## src/rtl/icache_refill.sv

```systemverilog
// Instruction-cache miss handler: sweeps the tag store invalid after reset,
// then on each fetch miss stalls the front end, reads the whole line from
// memory word by word, writes it into the data array and finally validates
// the tag so fetch can retry and hit.
module icache_refill #(
  parameter int LINE_WORDS = 2,
  parameter int INDEX_W    = 1
) (
  input  logic                          clk,
  input  logic                          reset,
  input  logic                          miss,
  input  logic [31:0]                   miss_addr,
  output logic                          stall,
  output logic                          mem_req,
  output logic [31:0]                   mem_addr,
  input  logic                          mem_ack,
  input  logic [31:0]                   mem_rdata,
  output logic                          cache_we,
  output logic [INDEX_W-1:0]            cache_index,
  output logic [$clog2(LINE_WORDS)-1:0] cache_word,
  output logic [31:0]                   cache_wdata,
  output logic                          tag_we,
  output logic                          tag_valid,
  output logic [32-INDEX_W-$clog2(LINE_WORDS)-3:0] tag_wdata
);

  localparam int WORD_W  = $clog2(LINE_WORDS);
  localparam int OFF_W   = WORD_W + 2;
  localparam int TAG_W   = 32 - INDEX_W - OFF_W;
  localparam int LADDR_W = 32 - OFF_W;

  localparam logic [2:0] S_INIT = 3'd0;
  localparam logic [2:0] S_IDLE = 3'd1;
  localparam logic [2:0] S_FILL = 3'd2;
  localparam logic [2:0] S_TAG  = 3'd3;
  localparam logic [2:0] S_DONE = 3'd4;

  logic [2:0]         state;
  logic [WORD_W-1:0]  word_cnt;
  logic [INDEX_W-1:0] init_cnt;
  // Line address of the miss; index and tag are its low and high fields.
  logic [LADDR_W-1:0] line_addr;
  // Byte-offset bits of the miss PC play no part in a line refill.
  logic               unused_offset;

  assign unused_offset = ^miss_addr[OFF_W-1:0];

  // Control FSM with the invalidation sweep and word counters.
  always_ff @(posedge clk) begin
    if (reset) begin
      state    <= S_INIT;
      word_cnt <= '0;
      init_cnt <= '0;
    end else begin
      case (state)
        S_INIT: begin
          init_cnt <= init_cnt + INDEX_W'(1);
          if (&init_cnt) state <= S_IDLE;
        end
        S_IDLE: begin
          if (miss) begin
            word_cnt <= '0;
            state    <= S_FILL;
          end
        end
        S_FILL: begin
          if (mem_ack) begin
            word_cnt <= word_cnt + WORD_W'(1);
            if (&word_cnt) state <= S_TAG;
          end
        end
        S_TAG:   state <= S_DONE;
        S_DONE:  state <= S_IDLE;
        default: state <= S_INIT;
      endcase
    end
  end

  // Capture the missing line address; later miss_addr changes are ignored.
  always_ff @(posedge clk) begin
    if (state == S_IDLE && miss) line_addr <= miss_addr[31:OFF_W];
  end

  // Output decode; reset forces every output low in the same cycle.
  always_comb begin
    stall       = 1'b0;
    mem_req     = 1'b0;
    mem_addr    = '0;
    cache_we    = 1'b0;
    cache_index = '0;
    cache_word  = '0;
    cache_wdata = '0;
    tag_we      = 1'b0;
    tag_valid   = 1'b0;
    tag_wdata   = '0;
    if (!reset) begin
      case (state)
        S_INIT: begin
          stall       = 1'b1;
          tag_we      = 1'b1;
          cache_index = init_cnt;
        end
        S_IDLE: stall = miss;
        S_FILL: begin
          stall       = 1'b1;
          mem_req     = 1'b1;
          mem_addr    = {line_addr, word_cnt, 2'b00};
          cache_index = line_addr[INDEX_W-1:0];
          if (mem_ack) begin
            cache_we    = 1'b1;
            cache_word  = word_cnt;
            cache_wdata = mem_rdata;
          end
        end
        S_TAG: begin
          stall       = 1'b1;
          tag_we      = 1'b1;
          tag_valid   = 1'b1;
          tag_wdata   = line_addr[LADDR_W-1:INDEX_W];
          cache_index = line_addr[INDEX_W-1:0];
        end
        default: ;
      endcase
    end
  end

endmodule

```

## config.mk

```make
export PLATFORM = sky130hd
export DESIGN_NAME = icache_refill
export DESIGN_NICKNAME = d
export VERILOG_FILES = /design/src/rtl/icache_refill.sv
export SDC_FILE = /design/constraint.sdc
export NUM_CORES = 1
export LEC_CHECK = 0
export CAP_MARGIN = 5
export CORE_ASPECT_RATIO = 1.75
export CORE_UTILIZATION = 34
export CTS_CLUSTER_SIZE = 40
export DETAILED_ROUTE_END_ITERATION = 10
export GPL_ROUTABILITY_DRIVEN = 0
export PLACE_DENSITY = 0.94
export SLEW_MARGIN = 0
export SYNTH_ARGS = -nofsm -noshare
export SYNTH_HDL_FRONTEND = slang
export SYNTH_SLANG_ARGS = --single-unit
```

## constraint.sdc

```tcl
create_clock -name clk -period 6.18 [get_ports clk]
set_clock_uncertainty 0.15 [all_clocks]
set_input_delay 1.236 -clock clk [delete_from_list [all_inputs] [get_ports clk]]
set_output_delay 1.236 -clock clk [all_outputs]
set_load 0.02 [all_outputs]
```

### Yosys cells after proc, flatten, opt, wreduce, memory -nomap -nowiden

Index checks and enable logic that the tools add are counted.

* register bits after elaboration: 34
* bits in latches: 0
* memory bits (writable): 0
* bits in read-only memories: 0
* bits of input ports: 68
* output and inout port bits: 99
* word-level logic and storage cells: 53
* memories: 0

* add/sub/neg operators: 2
* $mul: 0
* div/mod/pow operators: 0
* $lt $le $gt $ge: 0
* equality and inequality tests: 8
* shift operators: 0
* multiplexer cells: 31
* bitwise logic cells: 0
* reduce and logical (&&, ||, !) cells: 8

Operator list (number)
* 32-bit two-way mux: 5
* 28-bit two-way mux: 2
* 1-bit two-way mux: 16
* 3-bit one-hot mux with 5 select lines: 1
* 3-bit two-way mux: 4
* 2-bit != test (second input constant): 4
* 3-bit by 2-bit == test with 1-bit output (second input constant): 2
* 1-bit one-hot mux with 2 select lines: 3
* 4-bit AND reduction: 1
* 2-bit OR reduction: 2
* 3-bit by 1-bit == test with 1-bit output (second input constant): 1
* 3-bit == test (second input constant): 1
* 3-bit zero test: 1
* 3-bit AND reduction: 1
* 3-bit OR reduction: 1
* 1-bit adder (second input constant): 2
* 2-bit nonzero test: 1
* 1-bit logical AND: 1

### Longest topological paths before layout

* word-level depth: 4
* gate-level depth with buffers: 6
* mapped depth without buffers: 3

### Worst setup path after synthesis

OpenSTA, ideal clock, no wires.

* path kind: input to output
* from: in reset
* to: out tag_wdata[10]
* arrival: 2.110 ns
* data required time: 4.794 ns
* slack: 2.684 ns
* stages: 5
* path buffers: 3
* cells stage by stage: buf_2 > nor4b_4 > buf_4 > buf_6 > and2_1

* word-level cells in the longest chain between the ends: 1

RTL lines
* start: declaration: line 10 `input logic reset,`
* 28-bit two-way mux: line 96 `if (!reset) begin`
* end: declaration: line 24 `output logic [32-INDEX_W-$clog2(LINE_WORDS)-3:0] tag_wdata`

No other way between the ends.

### Final worst setup path

* from: in reset
* to: out cache_wdata[21]

* word-level cells in the longest chain between the ends: 1

RTL lines
* 32-bit two-way mux: line 96
* end: declaration: line 21 `output logic [31:0] cache_wdata,`

No other way between the ends.

==> results.json <==
{
  "syn_area_sq_mm": 0.00189,
  "cp-end-kind": "output pin",
  "syn_inst": 174,
  "htree_levels": 2,
  "place_hpwl_um": 4520,
  "synth_area_leaders": "edfxtp_1 46%, and2_1 19%, and3_1 11%",
  "num_vias": 1878,
  "row_count": 35,
  "die_width_um": 58.4,
  "max-slew-margin-rel": 0.448,
  "reg2reg_slack_ps": 4450,
  "p_leak_nw": 1.38,
  "yosys_warnings": 0,
  "cts_hold_buffers": 0,
  "nets": 395,
  "core_sq_mm": 0.00530,
  "crit_type": "input port to output pin",
  "clk_latency_ps": 280,
  "routed_wl_um": 5890,
  "ys_ff_latch": 34,
  "postCtsSetupBuffers": 0,
  "root_buffer": "clkbuf_8",
  "setup-tns-final_ps": 0,
  "syn_to_final_growth_pct": 88.8,
  "yosys.area.top_type": "edfxtp_1",
  "cts_sinks": 34,
  "vias_per_cell": 4.67,
  "cts_tree": "built",
  "period_share": 0.799,
  "worstRegToRegCells": 3,
  "hp-class": "register to register",
  "drive_gt1_frac": 0.0427,
  "max-cap-violations": 0,
  "worst_setup_path_start_kind": "input port",
  "antenna_found_initial": 0,
  "r2r-end": "line_addr[13]$_DFFE_PP_",
  "path_clk_slew_ps": 70,
  "drc": 0,
  "r2r_start": "state[0]$_SDFFE_PP0P_",
  "power_w": 0.000665,
  "synth_top_area_frac": 0.460,
  "ant_nets": 0,
  "grt_pass1_vias": 1771,
  "die_h_um": 101,
  "worst_slew_pin_slew_ps": 826,
  "grt_usage": 0.198,
  "syn_area_per_cell_sq_um": 10.9,
  "io_buffers": 161,
  "crit_start": "reset",
  "fmax_ghz": 0.203,
  "wire_per_inst_um": 14.6,
  "period_needed_ps": 4940,
  "setup_violations": 0,
  "cp_data_required_time_ps": 4790,
  "initial_utilization": 0.357,
  "ir_drop_uv": 195,
  "cts.repair.resized": 0,
  "seq_area_frac_synth": 0.513,
  "io_pins": 167,
  "first_iter_violations": 103,
  "first_pass_iters": 4,
  "cts_buffer_depth": 2,
  "holdWs_ps": 375,
  "dieArea_sq_mm": 0.00588,
  "drv_slew": 0,
  "endpoint": "cache_wdata[21]",
  "ys_types": 30,
  "numCtsBuffers": 5,
  "power_density_mw_per_mm2": 186,
  "antenna_cells": 0,
  "rsz0062_at_grt": "false",
  "cp.arrival_ps": 3550,
  "grt_max_degree": 66,
  "grt_overflow_total": 0,
  "hold_viol": 0,
  "grt_pass1_wl_um": 8670,
  "cp_max_fo": 65,
  "status": "finished clean"
}
==> worst min-delay path by stage <==
stage / endpoint / slack (ps) / from / depth (start not counted)
floorplan: init_cnt$_SDFFE_PP0N_ / 330 / init_cnt$_SDFFE_PP0N_ / 2
finish: word_cnt$_SDFFE_PP0P_ / 370 / word_cnt$_SDFFE_PP0P_ / 2
detailed placement: init_cnt$_SDFFE_PP0N_ / 360 / init_cnt$_SDFFE_PP0N_ / 2
CTS: word_cnt$_SDFFE_PP0P_ / 380 / word_cnt$_SDFFE_PP0P_ / 2
global route: init_cnt$_SDFFE_PP0N_ / 440 / init_cnt$_SDFFE_PP0N_ / 2
global placement: init_cnt$_SDFFE_PP0N_ / 340 / init_cnt$_SDFFE_PP0N_ / 2
==> cells in the final DEF (no fill, tap or decap), drive strengths merged, types with 2 or more instances in the layout <==
master / n
buf: 3
nor2b: 2
clkdlybuf4s50: 161
nor3: 5
nor4b: 3
nor2: 3
and2: 59
clkbuf: 6
clkinv: 2
dfxtp: 5
edfxtp: 29
conb: 2
and3: 33
==> logic make-up (layout without fill, tap and decap cells) <==
group                     Yosys count  after routing  share of synthesized area
buffers and inverters              20            173                     0.0720
other                               1              2                    0.00198
and+or+nand+nor                   110            110                      0.379
xor gates and xnor gates            2              2                    0.00925
DFF                                34             34                      0.513
AOI/OAI and AO/OA                   7              7                     0.0251
==> synthesized netlist by cell type (all sizes together) <==
master / count
a211oi: 1
a21oi: 1
a22oi: 1
a31oi: 1
and2: 59
and3: 33
buf: 16
clkbuf: 3
conb: 1
dfxtp: 5
edfxtp: 29
inv: 1
nand2: 1
nand3b: 1
nand4bb: 1
nor2: 3
nor2b: 2
nor3: 5
nor3b: 1
nor4b: 3
o211ai: 1
o21ai: 1
o41ai: 1
or2: 1
xnor2: 1
xor2: 1
==> final cells by class <==
| cell class | instances | area (sq um) |
|---|---|---|
| well taps | 74 | 92.6 |
| clock buffers | 6 | 72.6 |
| fillers | 409 | 1720 |
| repair buffers | 164 | 1630 |
| inverters | 1 | 3.75 |
| multi-input cells | 121 | 792 |
| flip-flops and latches | 34 | 971 |
| clock inverters | 2 | 8.76 |
==> critical path, stage by stage <==
cell and delay (ps):
clkdlybuf4s50_1 660, nor4b_4 300, buf_4 460, and3_1 260, clkdlybuf4s50_1 610
==> per-layer routing <==
metal / track usage / share of wire
met3: 0.0732 / 0.11
met2: 0.370 / 0.52
met5: 0 / 0
met1: 0.187 / 0.34
met4: 0.0824 / 0.026
==> stage by stage <==
step	utilization	setup WS [ps]	area [sq um]	cells
2_1_floorplan	-	2680	1900	175
3_3_place_gp	0.659	1280	3490	394
3_5_place_dp	0.659	1260	3490	394
4_1_cts	0.675	1260	3570	402
5_1_grt	0.675	1150	3570	402
6_report	0.675	1240	3570	402
==> power breakdown <==
part           leakage (nW)  internal (W)  switching (W)
registers             0.305      0.000286      0.0000235
logic                  1.03      0.000105      0.0000960
clock network        0.0426     0.0000774      0.0000773
total                  1.38      0.000468       0.000197
==> registers in the layout, summed over array words and instances (netlist names) <==
signal / count
word_cnt: 1
state: 3
init_cnt: 1
line_addr: 29
No activity file was read; power rests on OpenSTA's default activity.
